--- config.mk ---
export PLATFORM = sky130hd
export DESIGN_NAME = six_bcd_adder_flat
export DESIGN_NICKNAME = d
export VERILOG_FILES = /design/src/rtl/six_bcd_adder_if.sv /design/src/rtl/six_bcd_adder.sv /design/src/flat_wrapper.sv
export SDC_FILE = /design/constraint.sdc
export NUM_CORES = 1
export LEC_CHECK = 0
export ABC_AREA = 1
export CAP_MARGIN = 0
export CORE_AREA = 10 10 47 49
export CTS_CLUSTER_SIZE = 40
export DETAILED_ROUTE_END_ITERATION = 8
export DIE_AREA = 0 0 57 59
export PLACE_DENSITY_LB_ADDON = 0.12
export RECOVER_POWER = 50
export SLEW_MARGIN = 25
export SYNTH_ARGS = -nofsm -noshare
export SYNTH_HDL_FRONTEND = slang
export SYNTH_SLANG_ARGS = --single-unit
--- constraint.sdc ---
create_clock -name clk -period 0.8 [get_ports clk]
set_clock_uncertainty 0.1 [all_clocks]
set_input_delay 0.16 -clock clk [delete_from_list [all_inputs] [get_ports clk]]
set_output_delay 0.16 -clock clk [all_outputs]
set_load 0.02 [all_outputs]
--- src/rtl/six_bcd_adder_if.sv ---
// rtl/six_bcd_adder_if.sv - operand/result bundle for the registered BCD adder
interface six_bcd_adder_if #(
  parameter int DIGITS = 1
);
  logic [4*DIGITS-1:0] A;
  logic [4*DIGITS-1:0] B;
  logic                C;
  logic [4*DIGITS-1:0] F;
  logic                COUT;

  modport master (
    output A,
    output B,
    output C,
    input  F,
    input  COUT
  );

  modport slave (
    input  A,
    input  B,
    input  C,
    output F,
    output COUT
  );
endinterface

--- src/rtl/six_bcd_adder.sv ---
// rtl/six_bcd_adder.sv - registered multi-digit 8421-BCD adder with carry in/out
module six_bcd_adder #(
  parameter int DIGITS = 1
) (
  input  logic          clk,
  input  logic          rst,
  six_bcd_adder_if.slave bus
);

  logic [4*DIGITS-1:0] sum_nxt;
  logic                cout_nxt;
  logic                carry;
  logic [4:0]          z;
  logic [4:0]          zc;

  // Carry ripples through every digit within the cycle; non-BCD digits get the same +6 rule.
  always_comb begin
    sum_nxt  = '0;
    carry    = bus.C;
    z        = '0;
    zc       = '0;
    for (int i = 0; i < DIGITS; i++) begin
      z = {1'b0, bus.A[4*i +: 4]} + {1'b0, bus.B[4*i +: 4]} + {4'b0000, carry};
      zc = z + 5'd6;
      if (z > 5'd9) begin
        sum_nxt[4*i +: 4] = zc[3:0];
        carry             = 1'b1;
      end else begin
        sum_nxt[4*i +: 4] = z[3:0];
        carry             = 1'b0;
      end
    end
    cout_nxt = carry;
  end

  always_ff @(posedge clk or posedge rst) begin
    if (rst) begin
      bus.F    <= '0;
      bus.COUT <= 1'b0;
    end else begin
      bus.F    <= sum_nxt;
      bus.COUT <= cout_nxt;
    end
  end

endmodule

--- src/flat_wrapper.sv ---
// flat-port wrapper written by rule: the top's interface ports become plain ports
module six_bcd_adder_flat 
#(
  parameter int DIGITS = 1
)
  (clk, rst, bus_A, bus_B, bus_C, bus_F, bus_COUT);
  six_bcd_adder_if #(.DIGITS(DIGITS)) bus_i ();
  input  logic clk;
  input  logic rst;
  input wire logic [$bits(bus_i.A)-1:0] bus_A;
  input wire logic [$bits(bus_i.B)-1:0] bus_B;
  input wire logic [$bits(bus_i.C)-1:0] bus_C;
  output wire logic [$bits(bus_i.F)-1:0] bus_F;
  output wire logic [$bits(bus_i.COUT)-1:0] bus_COUT;
  assign bus_i.A = bus_A;
  assign bus_i.B = bus_B;
  assign bus_i.C = bus_C;
  assign bus_F = bus_i.F;
  assign bus_COUT = bus_i.COUT;
  six_bcd_adder #(.DIGITS(DIGITS)) u_core (.clk(clk), .rst(rst), .bus(bus_i));
endmodule
-- Word-level counts from Yosys, hierarchy flattened
Cells that the tools add are included.
- add/subtract/negate cells: 3
- order comparisons: 1
- multiplexer cells: 2
- operator list (operator ; count):
    4-bit by 4-bit adder with 5-bit output ; 1
    5-bit by 1-bit adder with 5-bit output ; 1
    5-bit by 4-bit > comparator with 1-bit output (second input constant) ; 1
    4-bit by 3-bit adder with 4-bit output (second input constant) ; 1
    4-bit two-way mux ; 1
    1-bit two-way mux ; 1
- bits in registers: 5
- input bits: 11
- output and inout bits: 5
- logic and storage cells: 8

-- Logic depth before layout (Yosys ltp)
- depth in word-level cells: 4
- mapped depth: 11
- depth with buffers taken out: 11

-- Least setup slack after synthesis
Ideal clock, no wire load.
- path type: input to register
- start: input port bus_C
- end: register u_core.bus.F[1]
- library setup time: 0.117 ns
- arrival time: 1.757 ns
- required time: 0.583 ns
- setup slack: -1.173 ns
- cell stages on the path: 9
- path buffers: 0
- cells stage by stage: fa_1 fa_1 nand2_1 nand2_2 ha_1 a21oi_4 nand2_4 nand3_1 nand2_1
- longest elaborated chain between the ends: 3
- elaborated cells between the ends (all ways): 4
- classes of those cells: add/sub: 2; order compare: 1; mux: 1
- RTL lines (element ; line ; text):
    from (decl) ; flat_wrapper.sv:12 ; input wire logic [$bits(bus_i.C)-1:0] bus_C;
    5-bit by 1-bit adder with 5-bit output (*) ; six_bcd_adder.sv:23 ; z = {1'b0, bus.A[4*i +: 4]} + {1'b0, bus.B[4*i +: 4]} + {4'b0000, carry};
    4-bit by 3-bit adder with 4-bit output / 5-bit by 4-bit > comparator with 1-bit output (equally long branches) ; six_bcd_adder.sv:24, six_bcd_adder.sv:25 ;
    4-bit two-way mux (*) ; six_bcd_adder.sv:25 ; if (z > 5'd9) begin
    named net u_core.sum_nxt[1] ; six_bcd_adder.sv:10 ; logic [4*DIGITS-1:0] sum_nxt;
    to (signal assigned) ; six_bcd_adder.sv:41 ; bus.F <= sum_nxt;
    to (decl) ; six_bcd_adder_if.sv:23 ; output F,
The timed path passes the listed nets; every way through them passes the cells marked *.

-- Worst setup path after layout
- start: input port bus_A[0]
- end: register u_core.bus.F[3]
- longest elaborated chain between the ends: 4
- elaborated cells between the ends (all ways): 5
- classes of those cells: add/sub: 3; order compare: 1; mux: 1
- RTL lines (element ; line ; text):
    from (decl) ; flat_wrapper.sv:10 ; input wire logic [$bits(bus_i.A)-1:0] bus_A;
    4-bit by 4-bit adder with 5-bit output (*) ; six_bcd_adder.sv:23 ;
    5-bit by 1-bit adder with 5-bit output (*) ; six_bcd_adder.sv:23 ;
    4-bit by 3-bit adder with 4-bit output / 5-bit by 4-bit > comparator with 1-bit output (equally long branches) ; six_bcd_adder.sv:24, six_bcd_adder.sv:25 ;
    4-bit two-way mux (*) ; six_bcd_adder.sv:25 ;
    named net u_core.sum_nxt[3] ; six_bcd_adder.sv:10 ;
Marked as above.

==> results.txt <==
The run finished, with violations left. The checks that failed: setup timing. The run gives 48.75% as the core occupancy in the finished layout. The global-route wire length before repair is 1593 um.

The tools report the required time at the endpoint of the critical path as 870 ps. The die is 57 um wide. The category of cells accounting for the largest share of critical-path delay was adder cells. The final setup slack of the worst path was -990.0 ps; the biggest fanout along the worst timing path was 4. Hold repair after CTS inserted 0 buffers.

The post-placement cell area was 644.4 um2; the number of placed I/O pins was 16. TritonCTS built the clock tree. In this run the tightest slew margin relative to its limit is 82.63%.

The mapped netlist covers 429.2 um2. The die is 59 um tall. The mux contribution to synthesized area was 0%. The logs give 859.8 um for the post-DP HPWL and 70 for the post-synth net total. Summed over all failing endpoints, the final setup total negative slack is -4766 ps. The area of all placed cells without fillers is 683.2 um2, and the net total in the final layout is 95. Number of buffers and inverters on the critical path: 2.

The startpoint identified for the worst hold timing path is bus_A[0]. The power density of the placed cells works out to 1922 nW/um2. STA classifies the critical path endpoint as a flip-flop. The worst hold path belongs to the class primary input to flip-flop. The final number of setup-violating endpoints was 9. Traced cell by cell, the critical path runs through buf_6 -> fa_2 -> fa_1 -> inv_2 -> ha_4 -> a21oi_4 -> nand2_4 -> nand2_4 -> nand2_2 -> nand2_1. Counting the buffers created by CTS gives 3. Dividing the detail-routed wire length by the instance count gives 9.935 um.

The post-synthesis simple-gate area fraction was 34.11%. The tools report the number of H-tree levels as 1. The worst hold slack is 150.5 ps, and the sequential cell area fraction in the yosys report is 29.15%. In this run the standard cell core region covers 1401 um2. Combinational family with the most area after synthesis: simple AND/OR/NAND/NOR gates.

After detailed routing, the number of vias per cell comes to 4.462. The total design power is 1.313 mW, and the worst hold path cell count is 2. The die covers 3363 um2. The leading cell type in the layout, fill and taps excluded is sky130_fd_sc_hd__nand3_1. The logs give 0 for the hold violation total from the final report and 30.63% for the effective utilization at floorplan. The mean area per synthesized cell is 8.097 um2. The fmax is 0.5587 GHz. The worst ir drop on vdd was 0.5299 mV. STA classifies the critical path startpoint as a primary input. Entering global routing, the biggest net connects 6 pins. In the finished design, the share of the clock period the worst path needs comes to 223.8%. At the pin with the least slew margin, the transition time is 260.6 ps. During synthesis, Yosys emitted a total of 0 warnings.

The remaining antenna violation count after routing is 0, and the area growth from synthesis to layout is 59.18%. The critical path is of the primary input to flip-flop type. At the placement stage, the worst setup path has a slack of -1599 ps. After Yosys synthesis, full adders, half adders and majority gates account for 20.99% of the synthesized area. Synthesis inferred 5 register bits. The port buffer count works out to 15. The via count of the first global-routing pass was 414; the overall via count from detail_route was 415. The synthesized netlist devotes 0% of its cell area to XOR and XNOR gates. The run gives 14 as the cell row count. The post-synthesis compound-gate area fraction is 6.997%. In this run the clock root is driven by a sky130_fd_sc_hd__clkbuf_4. Setup repair after global routing could not meet its margin everywhere. For the aggregate global-route resource usage, the log shows 5.934%. The minimum clock period after layout was 1790 ps. The most frequent cell on the critical path was sky130_fd_sc_hd__nand2_4. Across the run, the number of max-cap violations was 0. The count of cells in the finished layout, fillers not included, comes to 93. The number of violations reported at the end of detailed-routing iteration 0 came out at 3.

The cell count after synthesis came out at 53. The tools report the final RePlAce weighted congestion as 0.7487. The tools report the first-pass iteration count of the detailed router as 4. For this design the static power due to leakage is 0.3626 nW.

The tools report the worst path arrival time as 1860 ps. The count of different cell masters after synthesis came out at 12. After detailed routing, the number of remaining DRC violations is 0. The total inserted antenna cells was 0; the maximum clock insertion buffer count was 2. The routed wire length is 924 um, and the clock-pin transition on the worst setup and hold timing paths is 40 ps. The clock drives 5 sinks. The fraction of final layout cells sized beyond drive strength 1 works out to 37.66%. In the layout the commonest cells are 10 x sky130_fd_sc_hd__nand3_1, 9 x sky130_fd_sc_hd__inv_1, 9 x sky130_fd_sc_hd__nand2_1. The run gives 0 as the max-slew violation total from the final report. After global routing the overflow that remains totals 0. Among all stages on the critical path, the largest delay is contributed by sky130_fd_sc_hd__fa_1. The number of antenna violations at the first check in global routing was 0. On the worst path, the slowest cell contributes a delay of 580 ps. The number of placed instances, taps included was 88. The sink of the worst hold path is u_core.bus.F[0]$_DFF_PP0_.
synth_stat cells (all sizes together):
cell type	number	area share (%)
nand2	17	21
inv	10	8.7
nand3	10	12
nor2	2	1.7
fa	2	9.3
a21oi	3	7.0
ha	4	12
dfrtp	5	29
kinds of logic after synthesis:
family,count (synthesis)
buffers and inverters,10
AO/OA/AOI/OAI,3
flip-flops,5
adder cells (fa/ha/maj),6
AND/OR/NAND/NOR,29
area by class of cell:
type | count | area [um2]
multi-input cells | 38 | 286.5
well taps | 16 | 20.02
inverters | 10 | 37.54
flip-flops and latches | 5 | 125.1
fillers | 149 | 718.2
clock buffers | 4 | 26.28
repair buffers | 20 | 187.7
where the power goes:
part | switching [mW] | leakage (nW) | internal (mW)
combinational | 0.355 | 0.289 | 0.334
sequential | 0.0276 | 0.0587 | 0.320
clock | 0.0889 | 0.0150 | 0.188
total | 0.471 | 0.363 | 0.841
registers in the layout, indices dropped and copies added (netlist names):
| signal | count |
|---|---|
| u_core.bus.F | 4 |
| u_core.bus.COUT | 1 |
timing repair:
action	in CTS	in global routing
gates resized for setup	44	2
endpoints found under the setup margin	10	9
buffers inserted	1	0
pin swaps	5	0
layer usage:
layer  wire length (um)  track usage (%)  up-vias
li1                   -                -      214
met1                381            5.244      188
met2                455            10.08       11
met3                 73            3.433        2
met4                 14            4.027        0
met5                  0                0        -
worst max-delay path by stage:
stage	end	depth (start not counted)	startpoint
2_1_floorplan	u_core.bus.F[1]$_DFF_PP0_	9	bus_C
3_3_place_gp	u_core.bus.F[3]$_DFF_PP0_	10	bus_C
3_5_place_dp	u_core.bus.F[3]$_DFF_PP0_	10	bus_C
4_1_cts	u_core.bus.F[3]$_DFF_PP0_	10	bus_A[0]
5_1_grt	u_core.bus.F[1]$_DFF_PP0_	10	bus_A[0]
6_report	u_core.bus.F[3]$_DFF_PP0_	10	bus_A[0]
No activity file was read; power rests on OpenSTA's default activity.
